## src/rtl/pool2_stream_if.sv

```systemverilog
// Row stream between the second conv stage and the 2x2 max-pool stage.
// Latency: none (wires only).
// Backpressure: none; the pool stage output has no ready, consumer must accept.
interface pool2_stream_if #(
   parameter int PIX_W = 8,
   parameter int ROW_W = 36
);
   logic                       clr_i;
   logic                       valid_i;
   logic [PIX_W*ROW_W-1:0]     data_i;
   logic                       valid_o;
   logic [PIX_W*ROW_W/2-1:0]   data_o;
   logic                       sof_o;
   logic                       eof_o;
   logic                       frame_done_o;

   // Producer side: drives rows in, observes pooled rows.
   modport master (
      output clr_i, valid_i, data_i,
      input  valid_o, data_o, sof_o, eof_o, frame_done_o
   );

   // Pool stage side.
   modport slave (
      input  clr_i, valid_i, data_i,
      output valid_o, data_o, sof_o, eof_o, frame_done_o
   );
endinterface

```

## src/rtl/pool2_stream.sv

```systemverilog
// Streaming 2x2 max-pool: buffers even rows, pools against the following odd row, optional ReLU.
// Latency: pooled row appears 1 cycle after the odd-row beat; at most one output per 2 input beats.
// Backpressure: none; one row may arrive every cycle and every pooled row must be accepted.
module pool2_stream #(
   parameter int PIX_W = 8,
   parameter int ROW_W = 36,
   parameter int ROWS  = 32,
   parameter int RELU  = 1
) (
   input  logic          clk,
   input  logic          rst,
   pool2_stream_if.slave s_if
);
   localparam int OUT_W = ROW_W / 2;
   localparam int DW_I  = PIX_W * ROW_W;
   localparam int DW_O  = PIX_W * OUT_W;
   localparam int CNT_W = $clog2(ROWS);

   typedef enum logic {S_EVEN, S_ODD} state_t;

   state_t             r_state;
   state_t             w_state_eff;
   state_t             w_state_nxt;
   logic [CNT_W-1:0]   r_cnt;
   logic [CNT_W-1:0]   w_cnt_eff;
   logic [CNT_W-1:0]   w_cnt_nxt;
   logic [DW_I-1:0]    r_buf;
   logic [DW_O-1:0]    r_data;
   logic [DW_O-1:0]    w_pool;
   logic               r_valid;
   logic               r_sof;
   logic               r_eof;
   logic               w_load;
   logic               w_emit;
   logic               w_sof;
   logic               w_eof;

   // Signed max of one 2x2 window, clamped at zero when ReLU is enabled.
   function automatic logic [PIX_W-1:0] pool4(
      input logic signed [PIX_W-1:0] a,
      input logic signed [PIX_W-1:0] b,
      input logic signed [PIX_W-1:0] c,
      input logic signed [PIX_W-1:0] d
   );
      logic signed [PIX_W-1:0] m;
      m = a;
      if (b > m) m = b;
      if (c > m) m = c;
      if (d > m) m = d;
      if ((RELU != 0) && (m < 0)) m = '0;
      return m;
   endfunction

   // Pool the buffered even row against the incoming odd row, pixel pair by pixel pair.
   always_comb begin
      w_pool = '0;
      for (int j = 0; j < OUT_W; j++) begin
         w_pool[PIX_W*j +: PIX_W] = pool4(r_buf[PIX_W*(2*j)   +: PIX_W],
                                          r_buf[PIX_W*(2*j+1) +: PIX_W],
                                          s_if.data_i[PIX_W*(2*j)   +: PIX_W],
                                          s_if.data_i[PIX_W*(2*j+1) +: PIX_W]);
      end
   end

   // Next state / counter / strobes; a clear acts before the beat of the same cycle.
   always_comb begin
      w_state_eff = s_if.clr_i ? S_EVEN : r_state;
      w_cnt_eff   = s_if.clr_i ? '0 : r_cnt;
      w_state_nxt = w_state_eff;
      w_cnt_nxt   = w_cnt_eff;
      w_load      = 1'b0;
      w_emit      = 1'b0;
      if (s_if.valid_i) begin
         w_cnt_nxt = (w_cnt_eff == CNT_W'(ROWS - 1)) ? '0 : w_cnt_eff + 1'b1;
         case (w_state_eff)
            S_EVEN: begin
               w_load      = 1'b1;
               w_state_nxt = S_ODD;
            end
            S_ODD: begin
               w_emit      = 1'b1;
               w_state_nxt = S_EVEN;
            end
            default: w_state_nxt = S_EVEN;
         endcase
      end
      // Pooled row index is the counter of the odd row divided by two.
      w_sof = w_emit && ((w_cnt_eff >> 1) == '0);
      w_eof = w_emit && (w_cnt_eff == CNT_W'(ROWS - 1));
   end

   // State register.
   always_ff @(posedge clk or posedge rst) begin
      if (rst) r_state <= S_EVEN;
      else     r_state <= w_state_nxt;
   end

   // Row counter and even-row line buffer.
   always_ff @(posedge clk or posedge rst) begin
      if (rst) begin
         r_cnt <= '0;
         r_buf <= '0;
      end else begin
         r_cnt <= w_cnt_nxt;
         if (w_load) r_buf <= s_if.data_i;
      end
   end

   // Output register: strobes pulse for one cycle, data holds between pooled rows.
   always_ff @(posedge clk or posedge rst) begin
      if (rst) begin
         r_valid <= 1'b0;
         r_sof   <= 1'b0;
         r_eof   <= 1'b0;
         r_data  <= '0;
      end else begin
         r_valid <= w_emit;
         r_sof   <= w_sof;
         r_eof   <= w_eof;
         if (w_emit) r_data <= w_pool;
      end
   end

   assign s_if.valid_o      = r_valid;
   assign s_if.data_o       = r_data;
   assign s_if.sof_o        = r_sof;
   assign s_if.eof_o        = r_eof;
   assign s_if.frame_done_o = r_eof;
endmodule

```

## src/flat_wrapper.sv

```systemverilog
// flat-port wrapper written by rule: the top's interface ports become plain ports
module pool2_stream_flat 
#(
   parameter int PIX_W = 8,
   parameter int ROW_W = 36,
   parameter int ROWS  = 32,
   parameter int RELU  = 1
)
  (clk, rst, s_if_clr_i, s_if_valid_i, s_if_data_i, s_if_valid_o, s_if_data_o, s_if_sof_o, s_if_eof_o, s_if_frame_done_o);
  pool2_stream_if #(.PIX_W(PIX_W), .ROW_W(ROW_W)) s_if_i ();
  input  logic clk;
  input  logic rst;
  input wire logic [$bits(s_if_i.clr_i)-1:0] s_if_clr_i;
  input wire logic [$bits(s_if_i.valid_i)-1:0] s_if_valid_i;
  input wire logic [$bits(s_if_i.data_i)-1:0] s_if_data_i;
  output wire logic [$bits(s_if_i.valid_o)-1:0] s_if_valid_o;
  output wire logic [$bits(s_if_i.data_o)-1:0] s_if_data_o;
  output wire logic [$bits(s_if_i.sof_o)-1:0] s_if_sof_o;
  output wire logic [$bits(s_if_i.eof_o)-1:0] s_if_eof_o;
  output wire logic [$bits(s_if_i.frame_done_o)-1:0] s_if_frame_done_o;
  assign s_if_i.clr_i = s_if_clr_i;
  assign s_if_i.valid_i = s_if_valid_i;
  assign s_if_i.data_i = s_if_data_i;
  assign s_if_valid_o = s_if_i.valid_o;
  assign s_if_data_o = s_if_i.data_o;
  assign s_if_sof_o = s_if_i.sof_o;
  assign s_if_eof_o = s_if_i.eof_o;
  assign s_if_frame_done_o = s_if_i.frame_done_o;
  pool2_stream #(.PIX_W(PIX_W), .ROW_W(ROW_W), .ROWS(ROWS), .RELU(RELU)) u_core (.clk(clk), .rst(rst), .s_if(s_if_i));
endmodule
```

## config.mk

```make
export PLATFORM = sky130hd
export DESIGN_NAME = pool2_stream_flat
export DESIGN_NICKNAME = d
export VERILOG_FILES = /design/src/rtl/pool2_stream_if.sv /design/src/rtl/pool2_stream.sv /design/src/flat_wrapper.sv
export SDC_FILE = /design/constraint.sdc
export NUM_CORES = 2
export LEC_CHECK = 0
export ABC_AREA = 1
export BUFFER_PORTS_ARGS = -buffer_cell sky130_fd_sc_hd__buf_2
export CAP_MARGIN = 20
export CORE_MARGIN = 4
export CORE_UTILIZATION = 54
export CTS_CLUSTER_SIZE = 28
export DETAILED_ROUTE_END_ITERATION = 16
export GPL_TIMING_DRIVEN = 0
export PLACE_DENSITY_LB_ADDON = 0.08
export SLEW_MARGIN = 20
export SYNTH_ARGS = -nofsm -noshare
export SYNTH_HDL_FRONTEND = slang
export SYNTH_SLANG_ARGS = --single-unit
```

## constraint.sdc

```tcl
create_clock -name clk -period 12.6 [get_ports clk]
set_input_delay 1.26 -clock clk [delete_from_list [all_inputs] [get_ports clk]]
set_output_delay 1.26 -clock clk [all_outputs]
set_load 0.01 [all_outputs]
```

**Word-level counts from Yosys, hierarchy flattened**

Index checks and enable logic that the tools add are counted.

- Add/subtract/negate cells: 1
- Magnitude comparators: 72
- Equality and inequality tests: 1
- Mux-type cells: 82
- Bitwise gates (word level): 1
- Reduce and logical (&&, ||, !) cells: 3

Operators by type and width:

| kind | number |
|---|---|
| $mux W8 | 72 |
| $gt A8 B8 Y1 | 54 |
| $lt A8 B1 Y1 const B | 18 |
| $mux W5 | 3 |
| $mux W1 | 6 |
| $add A5 B1 Y5 const B | 1 |
| $eq A5 B5 Y1 const B | 1 |
| $logic_not A5 Y1 | 1 |
| $logic_and A1 B1 Y1 | 2 |
| $pmux W1 S2 | 1 |
| $not A1 Y1 | 1 |

- Register bits: 441
- Input port bits: 292
- Logic and storage cells: 167

**Longest topological paths before layout**

- Depth after elaboration: 8
- Mapped depth: 41
- Gate-level depth less buffers: 40

**Least setup slack after synthesis**

No wires, ideal clock.

- Path kind: register to register
- Start point: register u_core.r_buf[263]
- End point: register u_core.r_data[128], in the netlist u_core.s_if.data_o[128]
- Library setup time: 116 ps
- Arrival time: 4,016 ps
- Slack: 8,468 ps
- Cell stages (with the launch flop): 30
- Cell sequence: dfrtp_1 inv_1 ha_1 a21o_1 nor2_1 nand2_1 nand2_4 nand3_4 nand2_1 nand2_1 ha_1 nand2_1 nor2_1 o21ai_0 o211ai_1 nand2_1 nand2_1 nand2_2 inv_1 nand2_1 and2_1 ha_1 nand4_1 nor3_1 a21oi_1 nand2_2 nand3_2 o21ai_4 nand2_1 nand2_1

- Word-level cells in the longest chain between the ends: 8

RTL lines:

| element | RTL line | source |
|---|---|---|
| start: declaration | pool2_stream.sv:27 | `logic [DW_I-1:0] r_buf;` |
| start signal: assignment | pool2_stream.sv:105 | `if (w_load) r_buf <= s_if.data_i;` |
| $gt A8 B8 Y1 | pool2_stream.sv:47 | `if (b > m) m = b;` |
| $mux W8 * | pool2_stream.sv:47 |  |
| $gt A8 B8 Y1 | pool2_stream.sv:48 | `if (c > m) m = c;` |
| $mux W8 * | pool2_stream.sv:48 |  |
| $gt A8 B8 Y1 | pool2_stream.sv:49 | `if (d > m) m = d;` |
| $mux W8 * | pool2_stream.sv:49 |  |
| $lt A8 B1 Y1 | pool2_stream.sv:50 | `if ((RELU != 0) && (m < 0)) m = '0;` |
| $mux W8 * | pool2_stream.sv:50 |  |
| end signal: assignment | pool2_stream.sv:120 | `if (w_emit) r_data <= w_pool;` |
| end: declaration | pool2_stream.sv:28 | `logic [DW_O-1:0] r_data;` |

Every way passes the cells marked *; elsewhere a longest branch is shown, timed or not.
A chain may end at the register's enable or synchronous reset.

**Worst setup path after layout**

- Start point: register u_core.r_buf[71]
- End point: register u_core.r_data[32], in the netlist u_core.s_if.data_o[32]

The elaborated chain is that of the path after synthesis.

==> metrics.md <==
| Metric | Value |
|---|---|
| Run status | finished clean |
| CP Max Fanout | 9 |
| Count of different cell masters after synthesis | 42 |
| Aggregate routed wire length | 103,000 um |
| Class of the most critical hold timing path | reg -> reg |
| Met2 Usage GRT | 0.4827 |
| Number of flip-flops and latches in the synthesized netlist | 423 |
| Synth area leader | sky130_fd_sc_hd__dfrtp_1 |
| Busiest layer in global routing | met2 |
| Setup TNS | 0 ps |
| DRC violations left | 0 |
| Cell Count Post-Placement | 6,251 |
| Avg Vias per Cell | 5.297 |
| Utilization after layout | 0.6344 |
| Max-capacitance violation count | 0 |
| Clk_lat worst skew | 600 ps |
| Placer congestion estimate | 0.9362 |
| Async S/R FF share, synth | 1.000 |
| Critical Path Start Type | flop |
| Count of buffers added by post-CTS timing repair for setup | 0 |
| Max frequency | 0.1956 GHz |
| Worst vdd rail ir drop | 0.0001482 V |
| Final max-slew violation count | 0 |
| Rows | 92 |
| H-tree levels | 2 |
| Number of hold-slack violations in the final timing report | 0 |
| Syn. warnings | 0 |
| Normalized max-slew margin | 0.2791 |
| Highest-delay cell along the critical path | sky130_fd_sc_hd__a21oi_1 |
| Met3 Track Usage GR | 0.05512 |
| Maximum number of pins on one net before global-route repair | 35 |
| Transition time at the pin with the least slew margin | 1081 ps |
| Most common cell after layout, fill and taps aside | sky130_fd_sc_hd__nand2_1 |
| Iteration count of the initial detailed-routing pass | 5 |
| Total Die Area | 68,580 um2 |
| Met1 Use GR | 0.4014 |
| Grt total ovfl | 0 |
| Slowest stage delay, CP | 530 ps |
| Power density normalized to cell area | 211.8 nW/um2 |
| Global Route Usage Sum | 0.2953 |
| Top Ports | 440 |
| Post-synthesis instance area | 34,810 um2 |
| Gates resized, CTS repair | 0 |
| Cell type with the highest occurrence count on the critical path | sky130_fd_sc_hd__nand2_1 |
| Cells taking the most area after synthesis | sky130_fd_sc_hd__dfrtp_1 30%, sky130_fd_sc_hd__nand2_1 17%, sky130_fd_sc_hd__ha_1 16% |
| Placed wire-length estimate | 82,170 um |
| Worst path arrival time | 5650 ps |
| Number of antenna violations at the first check in global routing | 37 |
| EDFF count, synth | 0 |
| CTS root buf | sky130_fd_sc_hd__clkbuf_16 |
| Non-filler cells in the finished layout | 6,379 |
| Number of setup violations in the final report | 0 |
| Number of buffer cells added on primary ports | 421 |
| Type of the worst setup path | reg -> reg |
| Number of buffers created by CTS | 52 |
| Mean cell area of the mapped netlist | 7.029 um2 |
| Layout-stage area growth over the synthesis result | 15.61% |
| Clock Tree Buf Depth | 3 |
| Worst clock skew on the final layout | 12.43 ps |
| Number of vias after detailed routing | 33,790 |
| Initial Util | 0.5488 |
| Portion of synthesized cell area occupied by the leading cell type | 0.3041 |
| Post-route minimum period | 5113 ps |
| First-pass GRT wire length | 165,800 um |
| Leakage power | 0.02357 uW |
| Post-synthesis instance total | 4,952 |
| Core area | 63,430 um2 |
| CTS Hold Buffers Added | 0 |
| Register area share after synthesis | 0.3041 |
| Fraction of layout instances using a drive strength above 1 | 0.1436 |
| Most frequently used flop master after synthesis | sky130_fd_sc_hd__dfrtp_1 |
| Worst hold slack | 465.1 ps |
| Number of clock sinks | 423 |
| Die X | 261.9 um |
| Critical path endpoint category | flop |
| TritonCTS clock tree | done |
| Die span in y | 261.9 um |
| Number of fillers in the final layout | 5,947 |
| Mean routed wirelength per cell | 16.15 um |
| Commonest cells after routing, fill and taps aside | 1,611 x sky130_fd_sc_hd__nand2_1, 781 x sky130_fd_sc_hd__inv_1, 456 x sky130_fd_sc_hd__buf_2, 436 x sky130_fd_sc_hd__ha_1, 423 x sky130_fd_sc_hd__dfrtp_1 |
| Unrepaired setup endpoints after global routing | no |
| CTS clk-pin slew, worst paths | 60 ps |
| Fraction of the cycle the final worst path needs | 0.4058 |
| Antenna-violating nets left | 0 |
| Via count of the first global-routing pass | 32,450 |
| Worst endpoint required time | 13,130 ps |
| Iteration-0 DRC Markers | 2,308 |
| Net count, final | 6,187 |
==> critical path: cells and delay by family (launching register included) <==
family / cells / cell delay [ps]
DFF: 1 / 360
adders and majority gates: 3 / 860
and+or+nand+nor: 18 / 2170
buffers and inverters: 2 / 370
AOI/OAI and AO/OA: 5 / 1280
==> cell type report <==
type                    instances  area [um2]  area share
flip-flops and latches        423       10590      0.2631
inverters                     789        2965     0.07369
clock inverters                27       302.8    0.007525
clock buffers                  69        1516     0.03769
diodes                         32       80.08    0.001990
multi-input cells            3634       20740      0.5155
plain buffers                 123       580.6     0.01443
repair buffers                436        2407     0.05983
well taps                     846        1059     0.02631
==> cells by family after synthesis <==
logic type / Yosys count / share of synthesized area
xor+xnor: 1 / 0.0002517
other cells: 1 / 0.0001077
flops: 423 / 0.3041
compound gates: 624 / 0.09573
fa+ha+maj: 436 / 0.1567
simple gates: 2555 / 0.3413
buf+inv: 912 / 0.1018
==> synthesized netlist by cell type, types with 2 or more instances <==
cell type and instances:
sky130_fd_sc_hd__ha_1 436, sky130_fd_sc_hd__buf_1 4, sky130_fd_sc_hd__nand3_4 16, sky130_fd_sc_hd__nand3b_1 36
sky130_fd_sc_hd__nor3_1 52, sky130_fd_sc_hd__and2_1 126, sky130_fd_sc_hd__buf_2 35, sky130_fd_sc_hd__o21a_1 2
sky130_fd_sc_hd__nand2_1 1611, sky130_fd_sc_hd__nand3_2 50, sky130_fd_sc_hd__a21oi_1 145, sky130_fd_sc_hd__a22oi_1 13
sky130_fd_sc_hd__nand2_2 62, sky130_fd_sc_hd__dfrtp_1 423, sky130_fd_sc_hd__nand3_1 302, sky130_fd_sc_hd__o21ai_0 401
sky130_fd_sc_hd__nand2_4 5, sky130_fd_sc_hd__inv_2 7, sky130_fd_sc_hd__nand4_1 155, sky130_fd_sc_hd__o211ai_1 13
sky130_fd_sc_hd__o21ai_1 12, sky130_fd_sc_hd__clkbuf_1 64, sky130_fd_sc_hd__nor2_1 87, sky130_fd_sc_hd__nand4_2 14
sky130_fd_sc_hd__nor4_1 3, sky130_fd_sc_hd__inv_1 782, sky130_fd_sc_hd__o21ai_2 14, sky130_fd_sc_hd__nor2_2 28
sky130_fd_sc_hd__nand4_4 4, sky130_fd_sc_hd__o21ai_4 3, sky130_fd_sc_hd__a21o_1 16, sky130_fd_sc_hd__or2_2 2
sky130_fd_sc_hd__buf_4 20
==> final timing paths <==
check	endpoint	depth (start not counted)	from	slack (ps)
setup / recovery	u_core.s_if.data_o[32]$_DFFE_PP0P_	28	u_core.r_buf[71]$_DFFE_PP0P_	7490
hold / removal	u_core.r_cnt[3]$_DFF_PP0_	1	u_core.r_cnt[3]$_DFF_PP0_	470
setup reg to reg	u_core.s_if.data_o[32]$_DFFE_PP0P_	28	u_core.r_buf[71]$_DFFE_PP0P_	7490
hold reg to reg	u_core.r_cnt[3]$_DFF_PP0_	1	u_core.r_cnt[3]$_DFF_PP0_	470
max in group asynchronous	u_core.r_buf[170]$_DFFE_PP0P_	8	rst	10290
min in group asynchronous	u_core.r_buf[271]$_DFFE_PP0P_	2	rst	700
==> metal layers <==
layer | vias up | wire, um
li1 | 17070 | -
met1 | 15580 | 45800
met2 | 928 | 46920
met3 | 194 | 7378
met4 | 18 | 2797
met5 | - | 109
==> flip-flops by register name (all words and copies together), names as in the netlist <==
name,flops
u_core.r_buf,288
u_core.s_if.sof_o,1
u_core.r_cnt,5
u_core.r_state,1
u_core.s_if.eof_o,1
u_core.s_if.valid_o,1
u_core.s_if.data_o,126
==> power by group <==
part / internal, uW / leakage (uW) / total [uW] / switching [uW]
clock: 965 / 0.000891 / 1590 / 627
sequential: 1670 / 0.00529 / 1820 / 149
combinational: 1840 / 0.0174 / 5110 / 3280
==> through the flow <==
step	instance area, um2	power [uW]	setup slack, ps
floorplan	34870	5602	5633
global placement	38040	6788	2844
detailed placement	38340	6895	7561
CTS	40160	8533	7531
global route	40210	9421	7020
finish	40240	8522	7487
(Power assumes the default switching activity.)
